## config.mk

```make
export PLATFORM = sky130hd
export DESIGN_NAME = ps2_host_cmd_ctrl
export DESIGN_NICKNAME = d
export VERILOG_FILES = /design/src/rtl/ps2_host_cmd_ctrl.sv
export SDC_FILE = /design/constraint.sdc
export NUM_CORES = 1
export LEC_CHECK = 0
export CAP_MARGIN = 20
export CORE_UTILIZATION = 53
export DETAILED_ROUTE_END_ITERATION = 16
export PLACE_DENSITY = 0.76
export SYNTH_ARGS = -nofsm -noshare
export SYNTH_HDL_FRONTEND = slang
export SYNTH_SLANG_ARGS = --single-unit
```

## constraint.sdc

```tcl
create_clock -name clk -period 3.6 [get_ports clk]
set_clock_uncertainty 0.05 [all_clocks]
set_input_delay 0.72 -clock clk [delete_from_list [all_inputs] [get_ports clk]]
set_output_delay 0.72 -clock clk [all_outputs]
set_load 0.03 [all_outputs]
```

## src/rtl/ps2_host_cmd_ctrl.sv

```systemverilog
// PS/2 host-side command controller: sends one command byte with the
// host-to-device protocol, waits for ACK/resend, and gates scan events while busy.
module ps2_host_cmd_ctrl #(
  parameter int unsigned INHIBIT_CYC = 10000,
  parameter int unsigned TIMEOUT_CYC = 2000000,
  parameter int unsigned MAX_RETRY   = 3
) (
  input  logic       clk,
  input  logic       rst_n,
  input  logic       cmd_valid,
  input  logic [7:0] cmd_byte,
  output logic       cmd_ready,
  input  logic       ps2_clk_in,
  input  logic       ps2_data_in,
  output logic       ps2_clk_drive_low,
  output logic       ps2_data_drive_low,
  input  logic       rx_ready,
  input  logic [9:0] rx_code,
  output logic       evt_valid,
  output logic [9:0] evt_code,
  output logic       done,
  output logic [1:0] status,
  output logic       busy
);

  localparam int unsigned CNT_MAX = (INHIBIT_CYC > TIMEOUT_CYC) ? INHIBIT_CYC : TIMEOUT_CYC;
  localparam int unsigned CNT_W   = $clog2(CNT_MAX + 1);
  localparam int unsigned RTY_W   = (MAX_RETRY > 0) ? $clog2(MAX_RETRY + 1) : 1;

  typedef enum logic [2:0] {
    S_IDLE, S_INHIBIT, S_START, S_TX_BITS, S_ACK_WAIT, S_RESP_WAIT, S_DONE
  } state_t;

  state_t             state_q, state_d;
  logic [CNT_W-1:0]   cnt_q, cnt_d;
  logic [3:0]         bitn_q, bitn_d;
  logic [7:0]         byte_q, byte_d;
  logic               par_q, par_d;
  logic [RTY_W-1:0]   retry_q, retry_d;
  logic [1:0]         status_q, status_d;
  logic               ack_smp_q, ack_smp_d;
  logic [3:0]         clk_sr_q, clk_sr_d;
  logic [1:0]         dat_sr_q, dat_sr_d;
  logic               evt_valid_q, evt_valid_d;
  logic [9:0]         evt_code_q, evt_code_d;

  logic fall, tmo, wd_active, cur_bit;

  assign fall      = (clk_sr_q == 4'b1100);
  assign tmo       = (cnt_q == CNT_W'(TIMEOUT_CYC - 1));
  assign wd_active = (state_q == S_START) || (state_q == S_TX_BITS) ||
                     (state_q == S_ACK_WAIT) || (state_q == S_RESP_WAIT);

  always_ff @(posedge clk or negedge rst_n) begin
    if (!rst_n) begin
      state_q     <= S_IDLE;
      cnt_q       <= '0;
      bitn_q      <= '0;
      byte_q      <= '0;
      par_q       <= 1'b0;
      retry_q     <= '0;
      status_q    <= '0;
      ack_smp_q   <= 1'b0;
      clk_sr_q    <= '1;
      dat_sr_q    <= '1;
      evt_valid_q <= 1'b0;
      evt_code_q  <= '0;
    end else begin
      state_q     <= state_d;
      cnt_q       <= cnt_d;
      bitn_q      <= bitn_d;
      byte_q      <= byte_d;
      par_q       <= par_d;
      retry_q     <= retry_d;
      status_q    <= status_d;
      ack_smp_q   <= ack_smp_d;
      clk_sr_q    <= clk_sr_d;
      dat_sr_q    <= dat_sr_d;
      evt_valid_q <= evt_valid_d;
      evt_code_q  <= evt_code_d;
    end
  end

  always_comb begin
    state_d     = state_q;
    bitn_d      = bitn_q;
    byte_d      = byte_q;
    par_d       = par_q;
    retry_d     = retry_q;
    status_d    = status_q;
    ack_smp_d   = 1'b0;
    clk_sr_d    = {clk_sr_q[2:0], ps2_clk_in};
    dat_sr_d    = {dat_sr_q[0], ps2_data_in};
    evt_valid_d = rx_ready && (state_q == S_IDLE);
    evt_code_d  = (rx_ready && (state_q == S_IDLE)) ? rx_code : evt_code_q;

    case (state_q)
      S_IDLE: begin
        if (cmd_valid) begin
          byte_d  = cmd_byte;
          par_d   = ~^cmd_byte;
          retry_d = '0;
          state_d = S_INHIBIT;
        end
      end
      S_INHIBIT: begin
        if (cnt_q == CNT_W'(INHIBIT_CYC - 1)) state_d = S_START;
      end
      S_START: begin
        if (fall) begin
          bitn_d  = 4'd1;
          state_d = S_TX_BITS;
        end else if (tmo) begin
          status_d = 2'b10;
          state_d  = S_DONE;
        end
      end
      S_TX_BITS: begin
        if (fall) begin
          // Edge 10 presents the stop bit, which is simply the released line.
          if (bitn_q == 4'd9) state_d = S_ACK_WAIT;
          else                bitn_d  = bitn_q + 4'd1;
        end else if (tmo) begin
          status_d = 2'b10;
          state_d  = S_DONE;
        end
      end
      S_ACK_WAIT: begin
        if (ack_smp_q) begin
          if (!dat_sr_q[1])                 state_d = S_RESP_WAIT;
          else if (retry_q < RTY_W'(MAX_RETRY)) begin
            retry_d = retry_q + 1'b1;
            state_d = S_INHIBIT;
          end else begin
            status_d = 2'b01;
            state_d  = S_DONE;
          end
        end else if (fall) begin
          ack_smp_d = 1'b1;
        end else if (tmo) begin
          status_d = 2'b10;
          state_d  = S_DONE;
        end
      end
      S_RESP_WAIT: begin
        if (rx_ready && (rx_code[7:0] == 8'hFA)) begin
          status_d = 2'b00;
          state_d  = S_DONE;
        end else if (rx_ready && (rx_code[7:0] == 8'hFE)) begin
          if (retry_q < RTY_W'(MAX_RETRY)) begin
            retry_d = retry_q + 1'b1;
            state_d = S_INHIBIT;
          end else begin
            status_d = 2'b01;
            state_d  = S_DONE;
          end
        end else if (tmo) begin
          status_d = 2'b10;
          state_d  = S_DONE;
        end
      end
      S_DONE:  state_d = S_IDLE;
      default: state_d = S_IDLE;
    endcase

    // One counter serves both the inhibit timer and the progress watchdog.
    if (state_d != state_q)                 cnt_d = '0;
    else if (state_q == S_INHIBIT)          cnt_d = cnt_q + 1'b1;
    else if (wd_active && !fall)            cnt_d = cnt_q + 1'b1;
    else                                    cnt_d = '0;
  end

  always_comb begin
    cur_bit            = (bitn_q == 4'd9) ? par_q : byte_q[bitn_q[2:0] - 3'd1];
    cmd_ready          = (state_q == S_IDLE);
    busy               = (state_q != S_IDLE);
    done               = (state_q == S_DONE);
    ps2_clk_drive_low  = (state_q == S_INHIBIT);
    ps2_data_drive_low = 1'b0;
    if (state_q == S_START)        ps2_data_drive_low = 1'b1;
    else if (state_q == S_TX_BITS) ps2_data_drive_low = ~cur_bit;
    status             = status_q;
    evt_valid          = evt_valid_q;
    evt_code           = evt_code_q;
  end

endmodule

```

; ---- Word-level counts from Yosys, hierarchy flattened
; Cells that the tools add are included.
[op_classes]
bitwise_logic = 1
shifts = 0
n_lt_le_gt_ge = 2
n_eq_ne = 22
n_mul = 0
n_reduce_logical = 19
n_addsub = 4
n_div = 0
mux = 43
[op_table]
columns = op, count
row1 = 21-bit two-way mux, 3
row2 = 3-bit two-way mux, 12
row3 = 2-bit two-way mux, 13
row4 = 21-bit by 1-bit adder with 21-bit output (second input constant), 1
row5 = 21-bit by 14-bit == test with 1-bit output (second input constant), 1
row6 = 21-bit == test (second input constant), 1
row7 = 3-bit case mux with 6 select lines, 1
row8 = 8-bit == test (second input constant), 2
row9 = 2-bit != test (second input constant), 7
row10 = 4-bit two-way mux, 3
row11 = 2-bit case mux with 3 select lines, 2
row12 = 3-bit == test (second input constant), 3
row13 = 3-bit nonzero test, 3
row14 = 4-bit == test (second input constant), 2
row15 = 4-bit case mux with 2 select lines, 1
row16 = 8-bit XNOR reduction, 1
row17 = 1-bit two-way mux, 7
row18 = 3-bit by 2-bit == test with 1-bit output (second input constant), 2
row19 = 6-bit AND reduction, 1
row20 = 4-bit by 1-bit adder with 4-bit output (second input constant), 1
row21 = 1-bit logical AND, 4
row22 = 3-bit by 4-bit less-than comparator with 1-bit output (second input constant), 1
row23 = 2-bit AND reduction, 2
row24 = 4-bit AND reduction, 1
row25 = other kinds (14), 16
[word_totals]
output_inout_bits = 18
latchBits = 0
romBits = 0
mem_bits_rw = 0
register_bits = 59
inputBits = 24
wordCells = 103
mem_count = 0

; ---- Longest topological paths before layout
; Gate-level depths: netlist of the first run.
[logic_depth]
ltp_word = 8
mapped_depth = 10
depth_no_buf = 8

; ---- Least setup slack after synthesis of the first run
; Ideal clock, no wire load.
[synth_path]
path_type = flip-flop to output port
startpoint = register bitn_q[0]
endpoint = output port ps2_data_drive_low
arrival_time_ns = 1.871
stages_incl_launch_ff = 7
setup_slack_ns = 0.959
t_required_ns = 2.830
n_path_buf = 0
path_cell_list = dfrtp_1 -> inv_1 -> ha_1 -> mux4_2 -> mux2i_1 -> o21ai_0 -> a21oi_1
[synth_via]
elab_chain_len = 7
word_cells_on_any_way = 8
classes_between = 1 x add/sub / 1 x eq/ne / 5 x mux / 1 x bitwise
[synth_lines]
columns = item, line_no
row1 = from (decl), 36  ; logic [3:0] bitn_q, bitn_d;
row2 = from (signal assigned), 71  ; bitn_q <= bitn_d;
row3 = 3-bit by 1-bit subtractor with 3-bit output, 174  ; cur_bit = (bitn_q == 4'd9) ? par_q : byte_q[bitn_q[2:0] - 3'd1];
row4 = 1-bit binary-select mux with 3-bit select, 174
row5 = 1-bit two-way mux (not written as such), 174
row6 = 1-bit two-way mux *, 174
row7 = 1-bit NOT *, 181  ; else if (state_q == S_TX_BITS) ps2_data_drive_low = ~cur_bit;
row8 = 1-bit two-way mux *, 181
row9 = 1-bit two-way mux *, 180  ; if (state_q == S_START) ps2_data_drive_low = 1'b1;
row10 = to (decl), 16  ; output logic ps2_data_drive_low,
; Mark *: on every way between the ends. The rest lies on a longest branch, timed or not. The select of a mux whose other input is x is not followed.

; ---- Worst setup path after layout of the first run
; Ends and elaborated chain as after synthesis.

==> results.sh, run 1 <==
export IMPL_status="finished clean"
export IMPL_design_area_um2=4140
export IMPL_synthArstFlopShare_pct=100
export IMPL_power_leakage_nw=1.71
export IMPL_cp_max_fo=7
export IMPL_core_rowCount=29
export IMPL_path_class="reg2out"
export IMPL_clockBufferDepth=2
export IMPL_wirelength_um=8070
export IMPL_die_h_um=83.2
export IMPL_syn2layout_area_growth_pct=18.4
export IMPL_ctsResizeCount=0
export IMPL_diodes=0
export IMPL_power_density_nw_per_um2=389
export IMPL_start_util_pct=55.0
export IMPL_grt_usage_pct=25.2
export IMPL_syn_inst=351
export IMPL_cts_tree="done"
export IMPL_cts_sinks=59
export IMPL_setup_viol=0
export IMPL_synth_fp_nets=382
export IMPL_grt_pass1_vias=2787
export IMPL_detail_route_antenna_nets=0
export IMPL_synth_edf_count=0
export IMPL_post_cts_buffers=0
export IMPL_hold_viol_final=0
export IMPL_synth_area_um2=3490
export IMPL_final_setup_tns_ns=0
export IMPL_post_place_ws_ns=0.490
export IMPL_dpl_hpwl_um=5770
export IMPL_tightest_slew_ns=0.874
export IMPL_synthAdderAreaFrac_pct=2.51
export IMPL_worstPathRequired_ns=2.83
export IMPL_fill_cells=496
export IMPL_max_freq_mhz=288
export IMPL_dp_cells=454
export IMPL_synth_area_top_cells="dfrtp_1 38%, mux2_2 6.1%, dfstp_2 4.5%"
export IMPL_netlist_cell_type_count=60
export IMPL_startpoint_type="register"
export IMPL_vias_per_cell=6.19
export IMPL_yosys_register_bits=59
export IMPL_synth_compound_area_share_pct=13.9
export IMPL_fin_cells=470
export IMPL_synth_largest_area_cell="dfrtp_1"
export IMPL_placed_area_um2=3950
export IMPL_fin_crit_ns=3.48
export IMPL_globalplace_congestion=0.905
export IMPL_grt_pass1_wl_um=13800
export IMPL_clockRootBuffer="clkbuf_8"
export IMPL_synth_simple_area_share_pct=21.4
export IMPL_multi_input_area_um2=1840
export IMPL_ys_seq_area_share_pct=42.5
export IMPL_cts_clk_slew_worst_paths_ns=0.06
export IMPL_ir_drop_mv=0.273
export IMPL_route_detailed_drc=0
export IMPL_first_pass_iters=5
export IMPL_cts_made_buffers=9
export IMPL_cp_arrival_ns=2.71
export IMPL_portBuffers=41
export IMPL_syn_area_per_cell_um2=9.95
export IMPL_fin_crit_sh_pct=96.6
export IMPL_cap_violations=0
export IMPL_die_area_um2=6920
export IMPL_clk_latency_ns=0.34
export IMPL_antenna_found_initial=0
export IMPL_seqCellArea_um2=1480
export IMPL_grt_remaining_overflow=0
export IMPL_muxShareOfSynthArea_pct=7.99
export IMPL_fp_dieW_um=83.2
export IMPL_cts_hold_buffers=0
export IMPL_grt_max_degree=34
export IMPL_yosysTopAreaCellShare_pct=38.0
export IMPL_drv_slew=0
export IMPL_hp_class="reg2reg"
export IMPL_htree_levels=3
export IMPL_synth_xor_area_share_pct=6.77
export IMPL_synth_top_family_by_area="simple AND/OR/NAND/NOR gates"
export IMPL_pin_count=42
export IMPL_initialDrtViolationCount=337
export IMPL_ys_flop_type="dfrtp_1"
export IMPL_drive_above_1_share_pct=15.3
export IMPL_ys_warnings_count=0
export IMPL_slew_headroom_pct=41.7
export IMPL_core_area_um2=6350
export IMPL_post_drt_wl_per_cell_um=17.2
export IMPL_critPathCaptureType="output port"
export IMPL_nets=419
export IMPL_rsz0062_at_grt="false"
export IMPL_setup_ws_ns=0.123
export IMPL_num_vias=2910
==> stage by stage <==
step | util, % | hold WS, ns | power, mW
2_1_floorplan | - | 0.295 | 0.964
3_3_place_gp | 62.3 | 0.296 | 1.06
3_5_place_dp | 62.3 | 0.298 | 1.07
4_1_cts | 65.1 | 0.308 | 1.63
5_1_grt | 65.1 | 0.315 | 1.68
6_report | 65.1 | 0.306 | 1.61
==> cell usage after synthesis, drive strengths merged (3+ instances only) <==
library cell   n
nand2         23
xor2          11
a22o           3
a21oi          4
dfrtp         53
nand3         18
o21ai         10
nor3b          5
mux2          19
nand4         24
nor2          19
and4           3
a211oi        19
and2           3
buf            6
clkbuf        18
nand2b         4
o41ai          3
nor4bb         3
ha             7
nor3           8
nor4           5
xnor2         16
a31oi          5
inv           17
dfstp          6
==> flip-flops by register name, summed over array words and instances, names as in the netlist <==
| register | count |
|---|---|
| dat_sr_q | 2 |
| status | 2 |
| evt_code | 10 |
| clk_sr_q | 4 |
| ack_smp_q | 1 |
| evt_valid | 1 |
| bitn_q | 4 |
| cnt_q | 21 |
| byte_q | 8 |
| retry_q | 2 |
| par_q | 1 |
| state_q | 3 |
==> power breakdown <==
part           switching [mW]  total, mW  internal (mW)
clock network           0.247      0.551          0.304
registers              0.0745      0.805          0.731
logic                   0.117      0.253          0.136
total                   0.438       1.61           1.17
==> cells in the final DEF, fill, tap and decap left out, types with 4 or more instances in the layout <==
cell type        netlist  routed
a211oi_1              19      19
a21oi_1                4       4
a31oi_1                5       5
buf_4                  2       9
clkbuf_8               0      12
clkdlybuf4s50_1        0      40
dfrtp_1               53      53
dfstp_2                6       6
ha_1                   7       7
inv_1                 17      17
mux2_2                19      19
nand2_1               23      23
nand2b_1               4       4
nand3_1               17      17
nand4_1               24      24
nor2_1                19      19
nor3_1                 8       8
nor3b_1                4       4
nor4_1                 4       4
o21ai_0               10      10
xnor2_1               16      16
xor2_1                11      11
==> routing by layer <==
metal  vias to the layer above  global-route usage, %  part of all wire [%]
li1                       1372                      -                     -
met1                      1417                   36.3                    49
met2                       106                   37.3                    44
met3                        15                   5.67                   6.1
met4                         0                   9.25                   1.3
met5                         -                      0                     0
==> critical path: stages (launching register included) <==
cell and delay (ns):
dfrtp_1 0.51, inv_1 0.13, ha_1 0.35, mux4_2 0.30
mux2i_1 0.13, o21ai_0 0.10, a21oi_1 0.16, clkdlybuf4s50_1 0.69
==> cells by family after synthesis <==
| family | after synthesis |
|---|---|
| AOI/OAI and AO/OA | 66 |
| xor gates and xnor gates | 27 |
| adders and majority gates | 7 |
| buffers and inverters | 41 |
| DFF | 59 |
| muxes | 23 |
| and+or+nand+nor | 128 |
==> area by class of cell <==
type	instances	area share, %
inverters	17	1.54
well taps	77	2.33
flip-flops and latches	59	35.9
multi-input cells	251	44.4
clock inverters	2	0.242
clock buffers	14	4.17
repair buffers	50	11.4
==> path summary, 6_finish.rpt <==
check	cells after the start	end	from	slack [ns]
min in group asynchronous	1	cnt_q[12]	rst_n	0.34
worst max register to register	6	cnt_q[0]	cnt_q[7]	0.87
worst min-delay path	0	dat_sr_q[1]	dat_sr_q[0]	0.31
worst min register to register	0	dat_sr_q[1]	dat_sr_q[0]	0.31
max in group asynchronous	2	dat_sr_q[0]	rst_n	2.30
worst max-delay path	7	ps2_data_drive_low	bitn_q[0]	0.12
Power figures use the tool's default switching activity.
==> run 2, diff against run 1 <==
--- a/config.mk
+++ b/config.mk
@@ -7,6 +7,7 @@
 export LEC_CHECK = 0
 export CAP_MARGIN = 20
 export CORE_UTILIZATION = 53
+export CTS_BUF_LIST = sky130_fd_sc_hd__clkbuf_4
 export DETAILED_ROUTE_END_ITERATION = 16
 export PLACE_DENSITY = 0.76
 export SYNTH_ARGS = -nofsm -noshare
==> results.sh, run 2 (synthesis results as in run 1) <==
export IMPL_status="finished clean"
export IMPL_initialDrtViolationCount=313
export IMPL_final_setup_tns_ns=0
export IMPL_start_util_pct=55.0
export IMPL_cts_sinks=59
export IMPL_clockRootBuffer="clkbuf_4"
export IMPL_cts_tree="done"
export IMPL_hold_viol_final=0
export IMPL_syn2layout_area_growth_pct=16.2
export IMPL_grt_pass1_wl_um=13700
export IMPL_drive_above_1_share_pct=15.3
export IMPL_cts_hold_buffers=0
export IMPL_rsz0062_at_grt="false"
export IMPL_seqCellArea_um2=1490
export IMPL_power_leakage_nw=1.68
export IMPL_ir_drop_mv=0.250
export IMPL_slowest_delay_ns=0.69
export IMPL_antenna_found_initial=0
export IMPL_power_internal_mw=1.01
export IMPL_diodes=0
export IMPL_post_cts_buffers=0
export IMPL_cp_arrival_ns=2.71
export IMPL_core_area_um2=6350
export IMPL_multi_input_area_um2=1840
export IMPL_setup_viol=0
export IMPL_hp_class="in2async"
export IMPL_htree_levels=3
export IMPL_ff2ff_setup_slack_ns=0.77
export IMPL_fill_cells=514
export IMPL_max_freq_mhz=287
export IMPL_nets=419
export IMPL_crit_path_top_delay_cell="clkdlybuf4s50_1"
export IMPL_path_cells="inv_1 -> ha_1 -> mux4_2 -> mux2i_1 -> o21ai_0 -> a21oi_1 -> clkdlybuf4s50_1"
export IMPL_cp_max_fo=7
export IMPL_wirelength_um=8040
export IMPL_vias_per_cell=6.09
export IMPL_startpoint_type="register"
export IMPL_route_detailed_drc=0
export IMPL_cap_violations=0
export IMPL_grt_usage_pct=25.0
export IMPL_critPathBufInv=2
export IMPL_ctsResizeCount=0
export IMPL_core_rowCount=29
export IMPL_grt_remaining_overflow=0
export IMPL_post_place_ws_ns=0.490
export IMPL_grt_use_met1_pct=35.5
export IMPL_met3_usage_pct=5.57
export IMPL_path_class="reg2out"
export IMPL_sw_frac_of_total_pct=29.4
export IMPL_die_area_um2=6920
export IMPL_power_density_nw_per_um2=354
export IMPL_grt_max_degree=34
export IMPL_cp_top_family="buffers and inverters"
export IMPL_detail_route_antenna_nets=0
export IMPL_combPwrFrac_pct=17.6
export IMPL_first_pass_iters=5
export IMPL_clkPwrFrac_pct=26.5
export IMPL_switchingPower_mw=0.423
export IMPL_critPathCaptureType="output port"
export IMPL_grt_pass1_vias=2778
export IMPL_largest_reg_flops=21
export IMPL_globalplace_congestion=0.905
export IMPL_regMostFlops="cnt_q"
export IMPL_drv_slew=0
export IMPL_slew_headroom_pct=43.7
export IMPL_portBuffers=41
export IMPL_cts_clk_slew_worst_paths_ns=0.10
export IMPL_p_seq_share_pct=55.9
export IMPL_post_drt_wl_per_cell_um=17.1
export IMPL_pin_count=42
export IMPL_final_cell_mix="52 x dfrtp_1, 40 x clkdlybuf4s50_1, 24 x nand4_1"
export IMPL_fp_dieW_um=83.2
export IMPL_clk_latency_ns=0.42
export IMPL_tightest_slew_ns=0.845
export IMPL_grt_busiest_layer="met2"
export IMPL_layout_commonest_cell="dfrtp_1"
export IMPL_dpl_hpwl_um=5770
export IMPL_clockBufferDepth=2
export IMPL_worstPathRequired_ns=2.83
export IMPL_fin_crit_ns=3.48
export IMPL_met2_usage_pct=37.5
export IMPL_setup_ws_ns=0.116
export IMPL_fin_crit_sh_pct=96.8
export IMPL_cts_made_buffers=9
export IMPL_num_vias=2861
export IMPL_die_h_um=83.2
[run 2: changes by cell type in the layout (fill, tap and decap cells not counted)]
cell,change
clkbuf_1,-2
dfrtp_2,+1
clkbuf_8,-12
dfrtp_1,-1
clkbuf_4,+11
clkinv_1,+3
[run 2: worst register-to-register path: stages, from the launching register on]
cell,delay (ns)
dfrtp_1,0.45
nor4b_1,0.61
nand2_1,0.32
o31ai_1,0.58
nor2_1,0.09
o21bai_1,0.16
buf_4,0.28
a2111oi_0,0.15
[run 2: final cells by class]
| cell class | count | area share, % |
|---|---|---|
| multi-input cells | 251 | 45.3 |
| clock buffers | 11 | 2.03 |
| clock inverters | 5 | 0.524 |
| flip-flops and latches | 59 | 36.6 |
| repair buffers | 50 | 11.7 |
| inverters | 17 | 1.57 |
| well taps | 77 | 2.37 |
[run 2: worst paths after layout]
path	from	to	depth (start not counted)
setup / recovery	bitn_q[0]	ps2_data_drive_low	7
hold / removal	rst_n	cnt_q[12]	1
setup reg to reg	cnt_q[7]	cnt_q[0]	7
hold reg to reg	dat_sr_q[0]	dat_sr_q[1]	0
max in group asynchronous	rst_n	dat_sr_q[0]	2
min in group clk	dat_sr_q[0]	dat_sr_q[1]	0
[run 2: routing by layer]
metal	part of all wire [%]	wire [um]
met1	48	3890
met2	44	3520
met3	6.1	493
met4	1.7	136
met5	0	0
[run 2: power groups by stage]
stage / clock network (mW) / registers [mW] / logic (mW)
after floorplan: 0 / 0.808 / 0.156
after global placement: 0 / 0.813 / 0.246
after detailed placement: 0 / 0.815 / 0.254
after CTS: 0.388 / 0.803 / 0.257
after global routing: 0.416 / 0.814 / 0.278
final: 0.380 / 0.804 / 0.253
[run 2: stage by stage]
| step | total power, mW | hold slack [ns] | util (%) | instances | area (um^2) |
|---|---|---|---|---|---|
| 2_1_floorplan | 0.964 | 0.295 | - | 351 | 3490 |
| 3_3_place_gp | 1.06 | 0.296 | 62.3 | 454 | 3950 |
| 3_5_place_dp | 1.07 | 0.298 | 62.3 | 454 | 3950 |
| 4_1_cts | 1.45 | 0.281 | 63.9 | 470 | 4060 |
| 5_1_grt | 1.51 | 0.307 | 63.9 | 470 | 4060 |
| 6_report | 1.44 | 0.259 | 63.9 | 470 | 4060 |
==> run 3, diff against run 2 <==
==> constraint.sdc (replaced) <==
create_clock -name clk -period 4.03 [get_ports clk]
set_clock_uncertainty 0.05 [all_clocks]
set_input_delay 0.806 -clock clk [delete_from_list [all_inputs] [get_ports clk]]
set_output_delay 0.806 -clock clk [all_outputs]
set_load 0.03 [all_outputs]
==> results.sh, run 3 (synthesis results as in run 1) <==
export IMPL_path_class="reg2out"
export IMPL_combPwrFrac_pct=17.6
export IMPL_min_from="dat_sr_q[0]"
export IMPL_status="finished clean"
export IMPL_start_util_pct=55.0
export IMPL_fin_cells=468
export IMPL_setup_viol=0
export IMPL_drive_above_1_share_pct=14.6
export IMPL_switchingPower_mw=0.382
export IMPL_first_pass_iters=5
export IMPL_cts_hold_buffers=0
export IMPL_power_mw=1.28
export IMPL_cp_depth=7
export IMPL_fin_util_pct=63.7
export IMPL_cts_made_buffers=9
export IMPL_cts_tree="done"
export IMPL_critPathCaptureType="output port"
export IMPL_rsz0062_at_grt="false"
export IMPL_grt_max_degree=36
export IMPL_detail_route_antenna_nets=0
export IMPL_clockRootBuffer="clkbuf_4"
export IMPL_largest_reg_flops=21
export IMPL_hp_class="reg2reg"
export IMPL_max_freq_mhz=278
export IMPL_htree_levels=3
export IMPL_whs_endpoint="dat_sr_q[1]"
export IMPL_post_drt_wl_per_cell_um=17.3
export IMPL_reg2reg_depth=8
export IMPL_startpoint_type="register"
export IMPL_syn2layout_area_growth_pct=15.7
export IMPL_drv_slew=0
export IMPL_slew_headroom_pct=46.8
export IMPL_timing_rr_end="cnt_q[0]"
export IMPL_clkPwrFrac_pct=26.1
export IMPL_ir_drop_mv=0.241
export IMPL_dpl_hpwl_um=5580
export IMPL_portBuffers=41
export IMPL_grt_pass1_vias=2809
export IMPL_initialDrtViolationCount=179
export IMPL_diodes=0
export IMPL_layout_commonest_cell="dfrtp_1"
export IMPL_path_cells="inv_1 -> ha_1 -> mux4_2 -> mux2i_1 -> o21ai_0 -> a21oi_1 -> clkdlybuf4s50_1"
export IMPL_final_setup_tns_ns=0
export IMPL_regMostFlops="cnt_q"
export IMPL_wirelength_um=8080
export IMPL_cts_clk_slew_worst_paths_ns=0.10
export IMPL_clk_latency_ns=0.41
export IMPL_cp_top_family="buffers and inverters"
export IMPL_cp_max_fo=7
export IMPL_core_rowCount=29
export IMPL_core_area_um2=6350
export IMPL_vias_per_cell=6.18
export IMPL_nets=418
export IMPL_power_internal_mw=0.895
export IMPL_grt_pass1_wl_um=13600
export IMPL_ff2ff_setup_slack_ns=1.09
export IMPL_p_seq_share_pct=56.3
export IMPL_fp_dieW_um=83.2
export IMPL_holdPathStages=0
export IMPL_worstReg2RegStart="cnt_q[0]"
export IMPL_dp_cells=453
export IMPL_die_h_um=83.2
export IMPL_fin_crit_sh_pct=89.2
export IMPL_sw_frac_of_total_pct=29.9
export IMPL_fill_cells=512
export IMPL_pin_count=42
export IMPL_final_cell_mix="53 x dfrtp_1, 40 x clkdlybuf4s50_1, 24 x nand4_1"
export IMPL_critPathBufInv=2
export IMPL_slowest_delay_ns=0.68
export IMPL_hold_slack_ns=0.312
export IMPL_post_cts_buffers=0
export IMPL_globalplace_congestion=0.906
export IMPL_ctsResizeCount=0
export IMPL_num_vias=2894
export IMPL_grt_usage_pct=24.8
export IMPL_cp_arrival_ns=2.74
export IMPL_fin_crit_ns=3.60
export IMPL_tightest_slew_ns=0.795
export IMPL_cts_sinks=59
export IMPL_cap_violations=0
export IMPL_hold_viol_final=0
export IMPL_clockBufferDepth=2
export IMPL_power_density_nw_per_um2=316
export IMPL_die_area_um2=6920
export IMPL_worstPathRequired_ns=3.17
export IMPL_crit_path_top_delay_cell="clkdlybuf4s50_1"
export IMPL_antenna_found_initial=0
export IMPL_route_detailed_drc=0
export IMPL_power_leakage_nw=1.67
export IMPL_grt_remaining_overflow=0
run 3: changes by cell type in the layout (fill, tap and decap cells not counted):
| cell | delta |
|---|---|
| buf_4 | -1 |
| dfrtp_2 | -1 |
| clkbuf_4 | -1 |
| dfrtp_1 | +1 |
run 3: worst max path at each step:
| stage | from | end | slack, ns |
|---|---|---|---|
| finish | bitn_q[0] | ps2_data_drive_low | 0.43 |
| global route | bitn_q[0] | ps2_data_drive_low | 0.28 |
| CTS | bitn_q[0] | ps2_data_drive_low | 0.40 |
| detailed placement | bitn_q[0] | ps2_data_drive_low | 0.86 |
| global placement | bitn_q[0] | ps2_data_drive_low | 0.94 |
| floorplan | bitn_q[0] | ps2_data_drive_low | 1.30 |
run 3: power by group through the flow:
stage | Combinational (mW) | Clock (mW) | Sequential, mW
4_1_cts | 0.228 | 0.341 | 0.718
3_5_place_dp | 0.226 | 0 | 0.729
5_1_grt | 0.247 | 0.369 | 0.729
3_3_place_gp | 0.217 | 0 | 0.727
2_1_floorplan | 0.139 | 0 | 0.722
6_report | 0.225 | 0.333 | 0.719
run 3: area by class of cell:
class / count / area, um^2 / share of cell area [%]
Sequential cell: 59 / 1480 / 36.7
Timing Repair Buffer: 49 / 465 / 11.5
Tap cell: 77 / 96.3 / 2.38
Multi-Input combinational cell: 251 / 1840 / 45.4
Clock buffer: 10 / 75.1 / 1.86
Inverter: 17 / 63.8 / 1.58
Clock inverter: 5 / 21.3 / 0.526
run 3: per-stage QoR:
stage,instance area (um^2),worst slack (ns)
6_report,4040,0.434
4_1_cts,4040,0.403
3_3_place_gp,3950,0.941
3_5_place_dp,3950,0.860
5_1_grt,4040,0.285
2_1_floorplan,3490,1.30
run 3: layer usage:
metal  GRT usage, %  part of all wire, %  up-vias
met1           37.7                   48     1400
met4           9.72                  1.8        0
met2           33.8                   43      109
met3           6.26                  7.2       13
li1               -                    -     1372
met5              0                    0        -
